File: config.mk
export PLATFORM = sky130hd
export DESIGN_NAME = seq_divider_flat
export DESIGN_NICKNAME = d
export VERILOG_FILES = /design/src/rtl/seq_divider_if.sv /design/src/rtl/seq_divider.sv /design/src/flat_wrapper.sv
export SDC_FILE = /design/constraint.sdc
export NUM_CORES = 1
export LEC_CHECK = 0
export CAP_MARGIN = 20
export CORE_AREA = 2 2 204 206
export CTS_BUF_LIST = sky130_fd_sc_hd__clkbuf_4
export DETAILED_ROUTE_END_ITERATION = 10
export DIE_AREA = 0 0 206 208
export GPL_ROUTABILITY_DRIVEN = 1
export HOLD_SLACK_MARGIN = 0.1
export PLACE_DENSITY = 0.61
export SETUP_SLACK_MARGIN = 0.2
export SKIP_CTS_REPAIR_TIMING = 1
export SYNTH_ARGS = -nofsm -noshare
export SYNTH_HDL_FRONTEND = slang
export SYNTH_SLANG_ARGS = --single-unit
File: constraint.sdc
create_clock -name clk -period 3.8 [get_ports clk]
set_clock_uncertainty 0.1 [all_clocks]
set_input_delay 0.95 -clock clk [delete_from_list [all_inputs] [get_ports clk]]
set_output_delay 0.95 -clock clk [all_outputs]
set_load 0.1 [all_outputs]
File: src/rtl/seq_divider_if.sv
// Request/response handshake bundle between the CPU control FSM and seq_divider.
interface seq_divider_if #(
  parameter int unsigned DATA_WIDTH = 32
);

  logic                  in_valid;
  logic                  in_ready;
  logic [DATA_WIDTH-1:0] dividend;
  logic [DATA_WIDTH-1:0] divisor;
  logic                  is_signed;
  logic                  out_valid;
  logic                  out_ready;
  logic [DATA_WIDTH-1:0] quotient;
  logic [DATA_WIDTH-1:0] remainder;
  logic                  div_by_zero;

  // Initiator side (CPU control FSM)
  modport master (
    output in_valid, dividend, divisor, is_signed, out_ready,
    input  in_ready, out_valid, quotient, remainder, div_by_zero
  );

  // Divider side
  modport slave (
    input  in_valid, dividend, divisor, is_signed, out_ready,
    output in_ready, out_valid, quotient, remainder, div_by_zero
  );

endinterface

File: src/rtl/seq_divider.sv
// Iterative restoring divider, one quotient bit per cycle, signed or unsigned.
// Optional build macro DIV_EARLY_OUT_EN: skip the iterations when
// |divisor| > |dividend| (results are identical, only latency changes).
module seq_divider #(
  parameter int unsigned DATA_WIDTH = 32,
  parameter int unsigned CNT_WIDTH  = 6
) (
  input  logic         clk,
  input  logic         rst,
  seq_divider_if.slave bus
);

  localparam int unsigned W   = DATA_WIDTH;
  localparam int unsigned MSB = DATA_WIDTH - 1;

  typedef enum logic [2:0] {
    IDLE  = 3'd0,
    PREP  = 3'd1,
    ITER  = 3'd2,
    FIXUP = 3'd3,
    DONE  = 3'd4
  } state_e;

  state_e               state_q,      state_d;
  logic                 in_ready_q,   in_ready_d;
  logic                 out_valid_q,  out_valid_d;
  logic [W-1:0]         quotient_q,   quotient_d;
  logic [W-1:0]         remainder_q,  remainder_d;
  logic                 dbz_q,        dbz_d;
  logic                 neg_quo_q,    neg_quo_d;
  logic                 neg_rem_q,    neg_rem_d;
  logic [W-1:0]         dvd_mag_q,    dvd_mag_d;
  logic [W-1:0]         dvs_mag_q,    dvs_mag_d;
  logic [W-1:0]         quo_sr_q,     quo_sr_d;
  logic [W-1:0]         rem_q,        rem_d;
  logic [CNT_WIDTH-1:0] cnt_q,        cnt_d;
  logic                 bypass_q,     bypass_d;
  logic                 dbz_pend_q,   dbz_pend_d;

  // Between steps the partial remainder is always below |divisor|, so it fits
  // in W bits; the extra top bit only exists in the shifted/trial values.
  logic [W:0]   rem_sh;
  logic [W:0]   trial;
  logic [W-1:0] orig_dvd;

  // One restoring step and the original dividend rebuilt from its magnitude
  assign rem_sh   = {rem_q, quo_sr_q[MSB]};
  assign trial    = rem_sh - {1'b0, dvs_mag_q};
  assign orig_dvd = neg_rem_q ? W'(-dvd_mag_q) : dvd_mag_q;

  // Next-state and registered-output logic
  always_comb begin
    state_d     = state_q;
    in_ready_d  = in_ready_q;
    out_valid_d = out_valid_q;
    quotient_d  = quotient_q;
    remainder_d = remainder_q;
    dbz_d       = dbz_q;
    neg_quo_d   = neg_quo_q;
    neg_rem_d   = neg_rem_q;
    dvd_mag_d   = dvd_mag_q;
    dvs_mag_d   = dvs_mag_q;
    quo_sr_d    = quo_sr_q;
    rem_d       = rem_q;
    cnt_d       = cnt_q;
    bypass_d    = bypass_q;
    dbz_pend_d  = dbz_pend_q;

    case (state_q)
      IDLE: begin
        if (bus.in_valid && in_ready_q) begin
          neg_quo_d  = bus.is_signed && (bus.dividend[MSB] ^ bus.divisor[MSB]);
          neg_rem_d  = bus.is_signed && bus.dividend[MSB];
          dvd_mag_d  = (bus.is_signed && bus.dividend[MSB]) ? W'(-bus.dividend) : bus.dividend;
          dvs_mag_d  = (bus.is_signed && bus.divisor[MSB])  ? W'(-bus.divisor)  : bus.divisor;
          in_ready_d = 1'b0;
          state_d    = PREP;
        end
      end

      // Special results skip ITER and reuse FIXUP as the single result-load point
      PREP: begin
        bypass_d   = 1'b0;
        dbz_pend_d = 1'b0;
        cnt_d      = '0;
        if (dvs_mag_q == '0) begin
          bypass_d   = 1'b1;
          dbz_pend_d = 1'b1;
          quo_sr_d   = '1;
          rem_d      = orig_dvd;
          state_d    = FIXUP;
`ifdef DIV_EARLY_OUT_EN
        end else if (dvs_mag_q > dvd_mag_q) begin
          bypass_d = 1'b1;
          quo_sr_d = '0;
          rem_d    = orig_dvd;
          state_d  = FIXUP;
`endif
        end else begin
          rem_d    = '0;
          quo_sr_d = dvd_mag_q;
          state_d  = ITER;
        end
      end

      ITER: begin
        if (!trial[W]) begin
          rem_d    = trial[W-1:0];
          quo_sr_d = {quo_sr_q[MSB-1:0], 1'b1};
        end else begin
          rem_d    = rem_sh[W-1:0];
          quo_sr_d = {quo_sr_q[MSB-1:0], 1'b0};
        end
        cnt_d = cnt_q + CNT_WIDTH'(1);
        if (cnt_q == CNT_WIDTH'(DATA_WIDTH - 1)) begin
          state_d = FIXUP;
        end
      end

      FIXUP: begin
        if (bypass_q) begin
          quotient_d  = quo_sr_q;
          remainder_d = rem_q;
        end else begin
          quotient_d  = neg_quo_q ? W'(-quo_sr_q) : quo_sr_q;
          remainder_d = neg_rem_q ? W'(-rem_q)    : rem_q;
        end
        dbz_d       = dbz_pend_q;
        out_valid_d = 1'b1;
        state_d     = DONE;
      end

      DONE: begin
        if (bus.out_ready) begin
          out_valid_d = 1'b0;
          in_ready_d  = 1'b1;
          state_d     = IDLE;
        end
      end

      default: begin
        out_valid_d = 1'b0;
        in_ready_d  = 1'b1;
        state_d     = IDLE;
      end
    endcase
  end

  // State and output registers with synchronous reset
  always_ff @(posedge clk) begin
    if (rst) begin
      state_q     <= IDLE;
      in_ready_q  <= 1'b1;
      out_valid_q <= 1'b0;
      quotient_q  <= '0;
      remainder_q <= '0;
      dbz_q       <= 1'b0;
      neg_quo_q   <= 1'b0;
      neg_rem_q   <= 1'b0;
      dvd_mag_q   <= '0;
      dvs_mag_q   <= '0;
      quo_sr_q    <= '0;
      rem_q       <= '0;
      cnt_q       <= '0;
      bypass_q    <= 1'b0;
      dbz_pend_q  <= 1'b0;
    end else begin
      state_q     <= state_d;
      in_ready_q  <= in_ready_d;
      out_valid_q <= out_valid_d;
      quotient_q  <= quotient_d;
      remainder_q <= remainder_d;
      dbz_q       <= dbz_d;
      neg_quo_q   <= neg_quo_d;
      neg_rem_q   <= neg_rem_d;
      dvd_mag_q   <= dvd_mag_d;
      dvs_mag_q   <= dvs_mag_d;
      quo_sr_q    <= quo_sr_d;
      rem_q       <= rem_d;
      cnt_q       <= cnt_d;
      bypass_q    <= bypass_d;
      dbz_pend_q  <= dbz_pend_d;
    end
  end

  assign bus.in_ready    = in_ready_q;
  assign bus.out_valid   = out_valid_q;
  assign bus.quotient    = quotient_q;
  assign bus.remainder   = remainder_q;
  assign bus.div_by_zero = dbz_q;

endmodule

File: src/flat_wrapper.sv
// flat-port wrapper written by rule: the top's interface ports become plain ports
module seq_divider_flat 
#(
  parameter int unsigned DATA_WIDTH = 32,
  parameter int unsigned CNT_WIDTH  = 6
)
  (clk, rst, bus_in_valid, bus_dividend, bus_divisor, bus_is_signed, bus_out_ready, bus_in_ready, bus_out_valid, bus_quotient, bus_remainder, bus_div_by_zero);
  seq_divider_if #(.DATA_WIDTH(DATA_WIDTH)) bus_i ();
  input  logic clk;
  input  logic rst;
  input wire logic [$bits(bus_i.in_valid)-1:0] bus_in_valid;
  input wire logic [$bits(bus_i.dividend)-1:0] bus_dividend;
  input wire logic [$bits(bus_i.divisor)-1:0] bus_divisor;
  input wire logic [$bits(bus_i.is_signed)-1:0] bus_is_signed;
  input wire logic [$bits(bus_i.out_ready)-1:0] bus_out_ready;
  output wire logic [$bits(bus_i.in_ready)-1:0] bus_in_ready;
  output wire logic [$bits(bus_i.out_valid)-1:0] bus_out_valid;
  output wire logic [$bits(bus_i.quotient)-1:0] bus_quotient;
  output wire logic [$bits(bus_i.remainder)-1:0] bus_remainder;
  output wire logic [$bits(bus_i.div_by_zero)-1:0] bus_div_by_zero;
  assign bus_i.in_valid = bus_in_valid;
  assign bus_i.dividend = bus_dividend;
  assign bus_i.divisor = bus_divisor;
  assign bus_i.is_signed = bus_is_signed;
  assign bus_i.out_ready = bus_out_ready;
  assign bus_in_ready = bus_i.in_ready;
  assign bus_out_valid = bus_i.out_valid;
  assign bus_quotient = bus_i.quotient;
  assign bus_remainder = bus_i.remainder;
  assign bus_div_by_zero = bus_i.div_by_zero;
  seq_divider #(.DATA_WIDTH(DATA_WIDTH), .CNT_WIDTH(CNT_WIDTH)) u_core (.clk(clk), .rst(rst), .bus(bus_i));
endmodule
Word level (Yosys, flattened, before mapping) --
Index checks and enable logic that the tools add are counted.
Storage, ports and cells: register bits 207, input bits 69, output and inout bits 67, logic and storage cells 70
Cells by class: $add $sub $neg 7, eq/ne operators 8, multiplexer cells 25, bitwise gates (word level) 3, reductions and logical operators 13
Operators by type and width (count):
- $mux 32 | 10
- $neg 32->32 | 5
- $pmux 32 s2 | 2
- $sub 33x32->33 | 1
- $logic_not 32->1 | 1
- $pmux 3 s5 | 1
- $pmux 6 s2 | 1
- $mux 3 | 3
- $add 6x1->6 const B | 1
- $eq 3x2->1 const B | 2
- $eq 6x5->1 const B | 1
- $mux 1 | 6
- $pmux 1 s3 | 2
- $reduce_and 3->1 | 2
- $reduce_or 3->1 | 2
- $logic_and 1x1->1 | 4
- $ne 2x1->1 const B | 2
- $reduce_and 2->1 | 2
- $eq 3x1->1 const B | 1
- $eq 3x3->1 const B | 1
- $logic_not 3->1 | 1
- $ne 2x2->1 const B | 1
- $not 1->1 | 2
- $reduce_bool 2->1 | 1
- $xor 1x1->1 | 1

Depth between registers and ports, before layout --
Gate-level depths: netlist (run 1).
word-level depth 4, gate-level depth with buffers 14, depth with buffers taken out 12

Worst setup path before layout (run 1) --
No wires, ideal clock.
path type input-to-reg, start point in bus_dividend[8], end point reg u_core.dvd_mag_q[28], library setup time 0.086 ns, arrival time 3.234 ns, required time 3.614 ns, path slack 0.380 ns, stages 8, path buffers 0, cell sequence or4_1 or3_1 nor4_2 nand2_1 or3_1 o41ai_1 xor2_1 a211oi_1
Between the ends: longest elaborated chain between the ends 2
RTL lines:
- start: declaration | RTL line flat_wrapper.sv:12 | input wire logic [$bits(bus_i.dividend)-1:0] bus_dividend;
- $neg 32->32 | RTL line seq_divider.sv:74 | dvd_mag_d = (bus.is_signed && bus.dividend[MSB]) ? W'(-bus.dividend) : bus.dividend;
- $mux 32 | RTL line seq_divider.sv:74
- end signal: assignment | RTL line seq_divider.sv:176 | dvd_mag_q <= dvd_mag_d;
- end: declaration | RTL line seq_divider.sv:32 | logic [W-1:0] dvd_mag_q, dvd_mag_d;
Every way passes these cells. A chain may end at the register's enable or synchronous reset.

Worst setup path in the final report (run 1) --
start point reg u_core.dvs_mag_q[1], end point reg u_core.rem_q[27]
Between the ends: longest elaborated chain between the ends 3, elaborated cells between the ends (all ways) 5, classes of those cells add/sub: 1; mux: 3; reduce/logical: 1
RTL lines:
- start: declaration | RTL line seq_divider.sv:33 | logic [W-1:0] dvs_mag_q, dvs_mag_d;
- start signal: assignment | RTL line seq_divider.sv:177 | dvs_mag_q <= dvs_mag_d;
- $sub 33x32->33 or $logic_not 32->1 (tied branches) | RTL line seq_divider.sv:48, seq_divider.sv:86
- $mux 32, on equally long branches | RTL line seq_divider.sv:107, seq_divider.sv:86
- $pmux 32 s2 (*) | RTL line seq_divider.sv:69 | case (state_q)
- end signal: assignment | RTL line seq_divider.sv:179 | rem_q <= rem_d;
- end: declaration | RTL line seq_divider.sv:35 | logic [W-1:0] rem_q, rem_d;
Every way passes the cells marked *; elsewhere a longest branch is shown, timed or not.

==> results of run 1 <==
-- routing by layer --
metal | up-vias | GRT usage, % | part of all wire (%)
met1 | 5847 | 27.8 | 49
met2 | 389 | 27.7 | 42
met3 | 68 | 3.76 | 6.8
li1 | 6372 | - | -
met4 | 0 | 6.82 | 2.8
met5 | - | 0 | 0
-- cell families (layout without fill, tap and decap cells) --
kind of cell	Yosys count	in the layout
and+or+nand+nor	552	552
AOI/OAI and AO/OA	501	501
DFF	207	207
xor gates and xnor gates	166	166
buffers and inverters	164	351
adders and majority gates	39	39
muxes	12	12
other	0	1
-- cell usage after synthesis (5+ instances only) --
master / instances / share of area (%)
nor2_1: 233 / 6.8
dfxtp_1: 207 / 32
a211oi_1: 124 / 7.2
a21oi_1: 124 / 4.8
nand2_1: 117 / 3.4
clkbuf_1: 99 / 2.9
xnor2_1: 94 / 6.4
xor2_1: 72 / 4.9
o21ai_0: 66 / 2.6
inv_1: 54 / 1.6
nor3_1: 40 / 1.6
ha_1: 38 / 3.7
nand3_1: 25 / 0.97
nor4_1: 25 / 1.2
o31ai_1: 23 / 1.3
a21o_1: 20 / 1.2
or3_1: 20 / 0.97
o221ai_1: 17 / 1.2
o22ai_1: 16 / 0.78
o41ai_1: 16 / 1.1
a311oi_1: 15 / 1.0
a221oi_1: 13 / 0.89
or4_1: 13 / 0.76
a31oi_1: 12 / 0.58
mux2i_1: 12 / 0.93
nand2b_1: 12 / 0.58
a2111oi_0: 11 / 0.75
and3_1: 11 / 0.53
and2_1: 9 / 0.44
nand4_1: 7 / 0.34
nor2b_1: 6 / 0.29
nor3b_1: 6 / 0.35
a221o_1: 5 / 0.39
a22oi_1: 5 / 0.29
-- power by group --
part	switching (mW)	leakage, nW	internal [mW]
combinational	2.51	3.66	1.73
sequential	0.363	1.69	2.44
clock	0.902	0.368	0.902
total	3.78	5.72	5.07
-- state kept, by name, indices dropped and copies added, names as in the netlist, 3 cells and up --
register              count
u_core.bus.remainder     32
u_core.state_q            3
u_core.bus.quotient      32
u_core.cnt_q              6
u_core.quo_sr_q          32
u_core.rem_q             32
u_core.dvs_mag_q         32
u_core.dvd_mag_q         32
-- area by class of cell --
class | count | area share [%]
Tap cell | 532 | 4.26
Antenna cell | 1 | 0.0160
Clock buffer | 76 | 3.65
Clock inverter | 7 | 0.208
Timing Repair Buffer | 214 | 11.7
Multi-Input combinational cell | 1270 | 52.4
Sequential cell | 207 | 26.5
Inverter | 54 | 1.30
-- through the flow --
| step | setup TNS (ps) | instance area (sq um) | cells | setup WS (ps) |
|---|---|---|---|---|
| 2_1_floorplan | 0 | 12900 | 1641 | 380 |
| 3_3_place_gp | -222 | 14900 | 2276 | -157 |
| 3_5_place_dp | -417 | 14900 | 2276 | -187 |
| 4_1_cts | -98.6 | 15500 | 2359 | -98.6 |
| 5_1_grt | 0 | 15600 | 2361 | 111 |
| 6_report | 0 | 15600 | 2361 | 299 |
-- worst paths after layout --
path | start | end | slack (ps) | cells after the start
hold reg to reg | u_core.bus.quotient[0] | u_core.bus.quotient[0] | 360 | 2
hold / removal | u_core.bus.quotient[0] | u_core.bus.quotient[0] | 360 | 2
setup reg to reg | u_core.dvs_mag_q[1] | u_core.rem_q[27] | 300 | 12
setup / recovery | u_core.dvs_mag_q[1] | u_core.rem_q[27] | 300 | 12
-- worst min-delay path, stage by stage (launching register included) --
cell and delay, ps:
dfxtp_1 310, nand2_1 50, a21oi_1 50
==> flow_metrics.py, run 1 <==
metrics = {
    "timing": {
        "hold_viol": 0,
        "worstMarginPinSlew_ps": 1010,
        "slew_headroom_pct": 32.2,
        "holdWs_ps": 359,
        "post-route-period-util_pct": 92.1,
        "setup_viol": 0,
        "rsz0062_at_grt": "false",
        "maxSlewViolCount": 0,
        "max_freq_mhz": 286,
        "min_period_ps": 3500,
    },
    "logic_synthesis": {
        "synth-simple-area-share_pct": 20.4,
        "postSynthAreaPerCell_sq_um": 7.84,
        "synth_mux_area_share_pct": 0.934,
        "synthCells": 1641,
        "synth_fa_ha_area_share_pct": 3.85,
        "synth_top_family_by_area": "compound AO/OA/AOI/OAI gates",
        "ys_async_sr_fraction_pct": 0,
        "ys_types": 73,
        "synth-compound-area-share_pct": 26.4,
        "yosysWarnings": 0,
        "ys_seq_elements": 207,
        "synth_xor_area_share_pct": 11.3,
        "synth_area_sq_um": 12900,
        "synth_edf_count": 0,
        "synth_fp_nets": 1749,
        "ys_seq_area_share_pct": 32.2,
        "synthFlopType": "dfxtp_1",
    },
    "critical_path": {
        "crit_buf_inv": 2,
        "cp.required_ps": 4290,
        "cp_max_fo": 4,
        "start_kind": "flip-flop",
        "worstPathCellList": "inv_1, ha_1, nor2b_1, o31a_1, o211ai_1, a2111oi_0, dlymetal6s2s_1, o21ai_0, or3b_1, a311o_1, o32a_1, and3_1",
        "critical-path-top-delay-family": "compound AO/OA/AOI/OAI gates",
        "end_kind": "flip-flop",
        "setup.worst_path.class": "reg2reg",
        "cpMaxStageDelayCell": "dfxtp_1",
        "cp_slowest_stage_delay_ps": 480,
        "cp_data_arrival_time_ps": 4000,
    },
    "global_route": {
        "track_usage_pct": 19.1,
        "grt_remaining_overflow": 0,
        "antenna_found_initial": 1,
        "grt_pass1_wl_microns": 65800,
        "grt_start_max_net_pins": 126,
        "first_global_vias": 11853,
    },
    "cts": {
        "cts_buffers": 53,
        "clock_latency_ps": 710,
        "h-tree-depth": 2,
        "cts_buffer_depth": 3,
        "cts_tree": "built",
        "cts_root_buf": "clkbuf_4",
        "cts.sinks": 207,
        "cts.clk_slew.worst_paths_ps": 70,
    },
    "place": {
        "hpwl_microns": 32000,
        "place.gp.congestion": 0.883,
        "io_buffers": 135,
    },
    "floorplan": {
        "core_sq_um": 40600,
        "die_area_sq_um": 42800,
        "dieWidth_microns": 206,
        "ioPinCount": 136,
        "die_h_microns": 208,
        "start_util_pct": 31.7,
        "rows": 74,
    },
    "flow_run": {
        "cap_violations": 0,
    },
    "detailed_routing": {
        "ant_nets": 0,
        "drt_first_iter_violations": 1083,
        "wl_microns": 41800,
        "dr_total_vias": 12676,
        "drc": 0,
        "first_pass_iters": 5,
        "avgViaCountPerCell": 5.37,
        "avgRoutedWirePerCell_microns": 17.7,
    },
    "power_and_ir_drop": {
        "leakage_nw": 5.72,
        "power_mw": 8.85,
        "peakVddDrop_uv": 240,
        "power.density_nw_per_um2": 567,
    },
    "final_layout": {
        "layout_common_cells": "232 x nor2_1, 206 x dfxtp_1, 142 x buf_4",
        "layout_commonest_cell": "nor2_1",
        "drive_above_1_share_pct": 14.2,
        "seq_area_sq_um": 4150,
        "multi_input_area_sq_um": 8170,
        "layout-area-overhead-vs-synth_pct": 21.4,
        "finalNetCount": 1908,
        "utilization_pct": 38.5,
        "fillerInstances": 4250,
    },
    "outcome": {
        "status": "finished, final reports clean",
    },
    "worst_hold_path": {
        "holdCritPathClass": "reg2reg",
    },
}
Note: power is estimated with default switching activity, not from simulation.
==> run 2: changes to the inputs <==
CTS_BUF_LIST = not set   (was sky130_fd_sc_hd__clkbuf_4)
RECOVER_POWER = 50   (was not set)
TNS_END_PERCENT = 100   (was not set)
==> run 2 against run 1 <==
The flow now finishes with violations (max-capacitance violations, max-slew violations). Sequential power about the same. Die area unchanged. Critical path depth unchanged. Combinational power about the same. Power increased by 6.3%. First-iteration DRC count decreased by 0.74%. Via count decreased by 1.1%. Register-to-register slack got worse by 20 ps. Critical endpoint is now u_core.rem_q[4].
==> flow_metrics.py, run 2 (synthesis gave the netlist of run 1 again) <==
metrics = {
    "outcome": {
        "status": "finished, violations left",
        "violations": "max-capacitance violations, max-slew violations",
    },
    "critical_path": {
        "timing.rr.end": "u_core.rem_q[4]",
        "cp_slowest_stage_delay_ps": 430,
        "r2r_cells": 12,
        "cpMaxStageDelayCell": "o41a_1",
        "worstSetupPathDepth": 12,
        "start_kind": "flip-flop",
        "setup.worst_path.class": "reg2reg",
        "crit_path_start": "u_core.dvs_mag_q[7]",
        "crit_buf_inv": 3,
        "end_kind": "flip-flop",
        "cp_max_fo": 16,
        "cp.required_ps": 4090,
        "critical-path-top-delay-family": "compound AO/OA/AOI/OAI gates",
        "r2r_slack_ps": 280,
        "worstPathCellList": "inv_1, ha_1, a21o_1, a221o_1, o2111ai_2, a21oi_2, buf_4, o41a_1, and2_2, buf_12, mux2i_1, a2111oi_2",
        "rr_startpoint": "u_core.dvs_mag_q[7]",
        "cp_data_arrival_time_ps": 3810,
        "setup.worst_path.end": "u_core.rem_q[4]",
    },
    "timing": {
        "max_freq_mhz": 284,
        "hold_viol": 0,
        "worstMarginPinSlew_ps": 2200,
        "setup_viol": 0,
        "slew_headroom_pct": -46.7,
        "min_period_ps": 3520,
        "final.setup.worst_slack_ps": 278,
        "post-route-period-util_pct": 92.7,
        "rsz0062_at_grt": "true",
        "holdWs_ps": 361,
        "maxSlewViolCount": 227,
        "tns_ps": 0,
    },
    "floorplan": {
        "start_util_pct": 31.7,
        "die_h_microns": 208,
        "core_sq_um": 40600,
        "rows": 74,
        "ioPinCount": 136,
        "die_area_sq_um": 42800,
        "dieWidth_microns": 206,
    },
    "final_layout": {
        "seq_area_sq_um": 4150,
        "multi_input_area_sq_um": 8180,
        "drive_above_1_share_pct": 8.61,
        "layout-area-overhead-vs-synth_pct": 20.8,
        "final_cell_area_sq_um": 15500,
        "layout_common_cells": "232 x nor2_1, 206 x dfxtp_1, 123 x a21oi_1",
        "fillerInstances": 4245,
        "finalNetCount": 1879,
        "layout_commonest_cell": "nor2_1",
        "diodes": 0,
    },
    "cts": {
        "clock_latency_ps": 540,
        "cts_root_buf": "clkbuf_16",
        "cts.clk_slew.worst_paths_ps": 60,
        "cts.sinks": 207,
        "cts_buffer_depth": 3,
        "cts_tree": "built",
        "h-tree-depth": 1,
        "cts_buffers": 24,
    },
    "global_route": {
        "antenna_found_initial": 0,
        "grt_pass1_wl_microns": 65200,
        "track_usage_pct": 18.8,
        "first_global_vias": 11575,
        "grt_remaining_overflow": 0,
        "grt_start_max_net_pins": 126,
    },
    "worst_hold_path": {
        "holdCritPathClass": "reg2reg",
    },
    "place": {
        "place_area_sq_um": 14900,
        "io_buffers": 135,
        "dpl_worst_slack_ps": -187,
        "place.gp.congestion": 0.883,
        "hpwl_microns": 32000,
    },
    "detailed_routing": {
        "first_pass_iters": 5,
        "drt_first_iter_violations": 1075,
        "avgViaCountPerCell": 5.40,
        "ant_nets": 0,
        "wl_microns": 41800,
        "dr_total_vias": 12537,
        "avgRoutedWirePerCell_microns": 18.0,
        "drc": 0,
    },
    "power_and_ir_drop": {
        "power.density_nw_per_um2": 605,
        "peakVddDrop_uv": 252,
        "leakage_nw": 5.46,
        "power_mw": 9.41,
    },
    "flow_run": {
        "cap_violations": 2,
    },
}
-- run 2: how the worst min path moves through the flow --
stage,startpoint,to,slack [ps],cells past startpoint
after detailed placement,u_core.bus.quotient[0],u_core.bus.quotient[0],350,2
after floorplan,u_core.neg_quo_q,u_core.neg_quo_q,340,2
after CTS,u_core.bus.quotient[0],u_core.bus.quotient[0],360,2
final,u_core.bus.quotient[0],u_core.bus.quotient[0],360,2
after global routing,u_core.bus.quotient[0],u_core.bus.quotient[0],400,2
after global placement,u_core.bus.quotient[30],u_core.bus.quotient[30],340,2
-- run 2: worst reg2reg max path, cell delays in order (launching register included) --
cell and delay [ps]:
dfxtp_1 360, inv_1 90, ha_1 370, a21o_1 230, a221o_1 400, o2111ai_2 290, a21oi_2 80, buf_4 140
o41a_1 430, and2_2 220, buf_12 160, mux2i_1 140, a2111oi_2 370
-- run 2: area by class of cell --
| cell class | count | area share, % |
|---|---|---|
| Sequential cell | 207 | 26.7 |
| Clock inverter | 14 | 1.06 |
| Clock buffer | 29 | 4.18 |
| Timing Repair Buffer | 214 | 9.85 |
| Tap cell | 532 | 4.28 |
| Multi-Input combinational cell | 1270 | 52.6 |
| Inverter | 54 | 1.30 |
-- run 2: report_power, final --
part,internal [mW],switching (mW)
clock network,1.42,0.960
registers,2.44,0.363
logic,1.71,2.52
-- run 2: metal layers --
metal | global-route usage, % | vias up | wire, microns
met1 | 28.0 | 5797 | 20600
met3 | 3.16 | 63 | 2710
met5 | 0 | - | 0
met4 | 5.17 | 0 | 974
met2 | 27.7 | 384 | 17500
li1 | - | 6293 | -
-- run 2: metrics by stage --
step	util [%]	std cells
global route	38.3	2320
detailed placement	36.8	2276
CTS	38.8	2319
finish	38.3	2320
global placement	36.8	2276
floorplan	-	1641
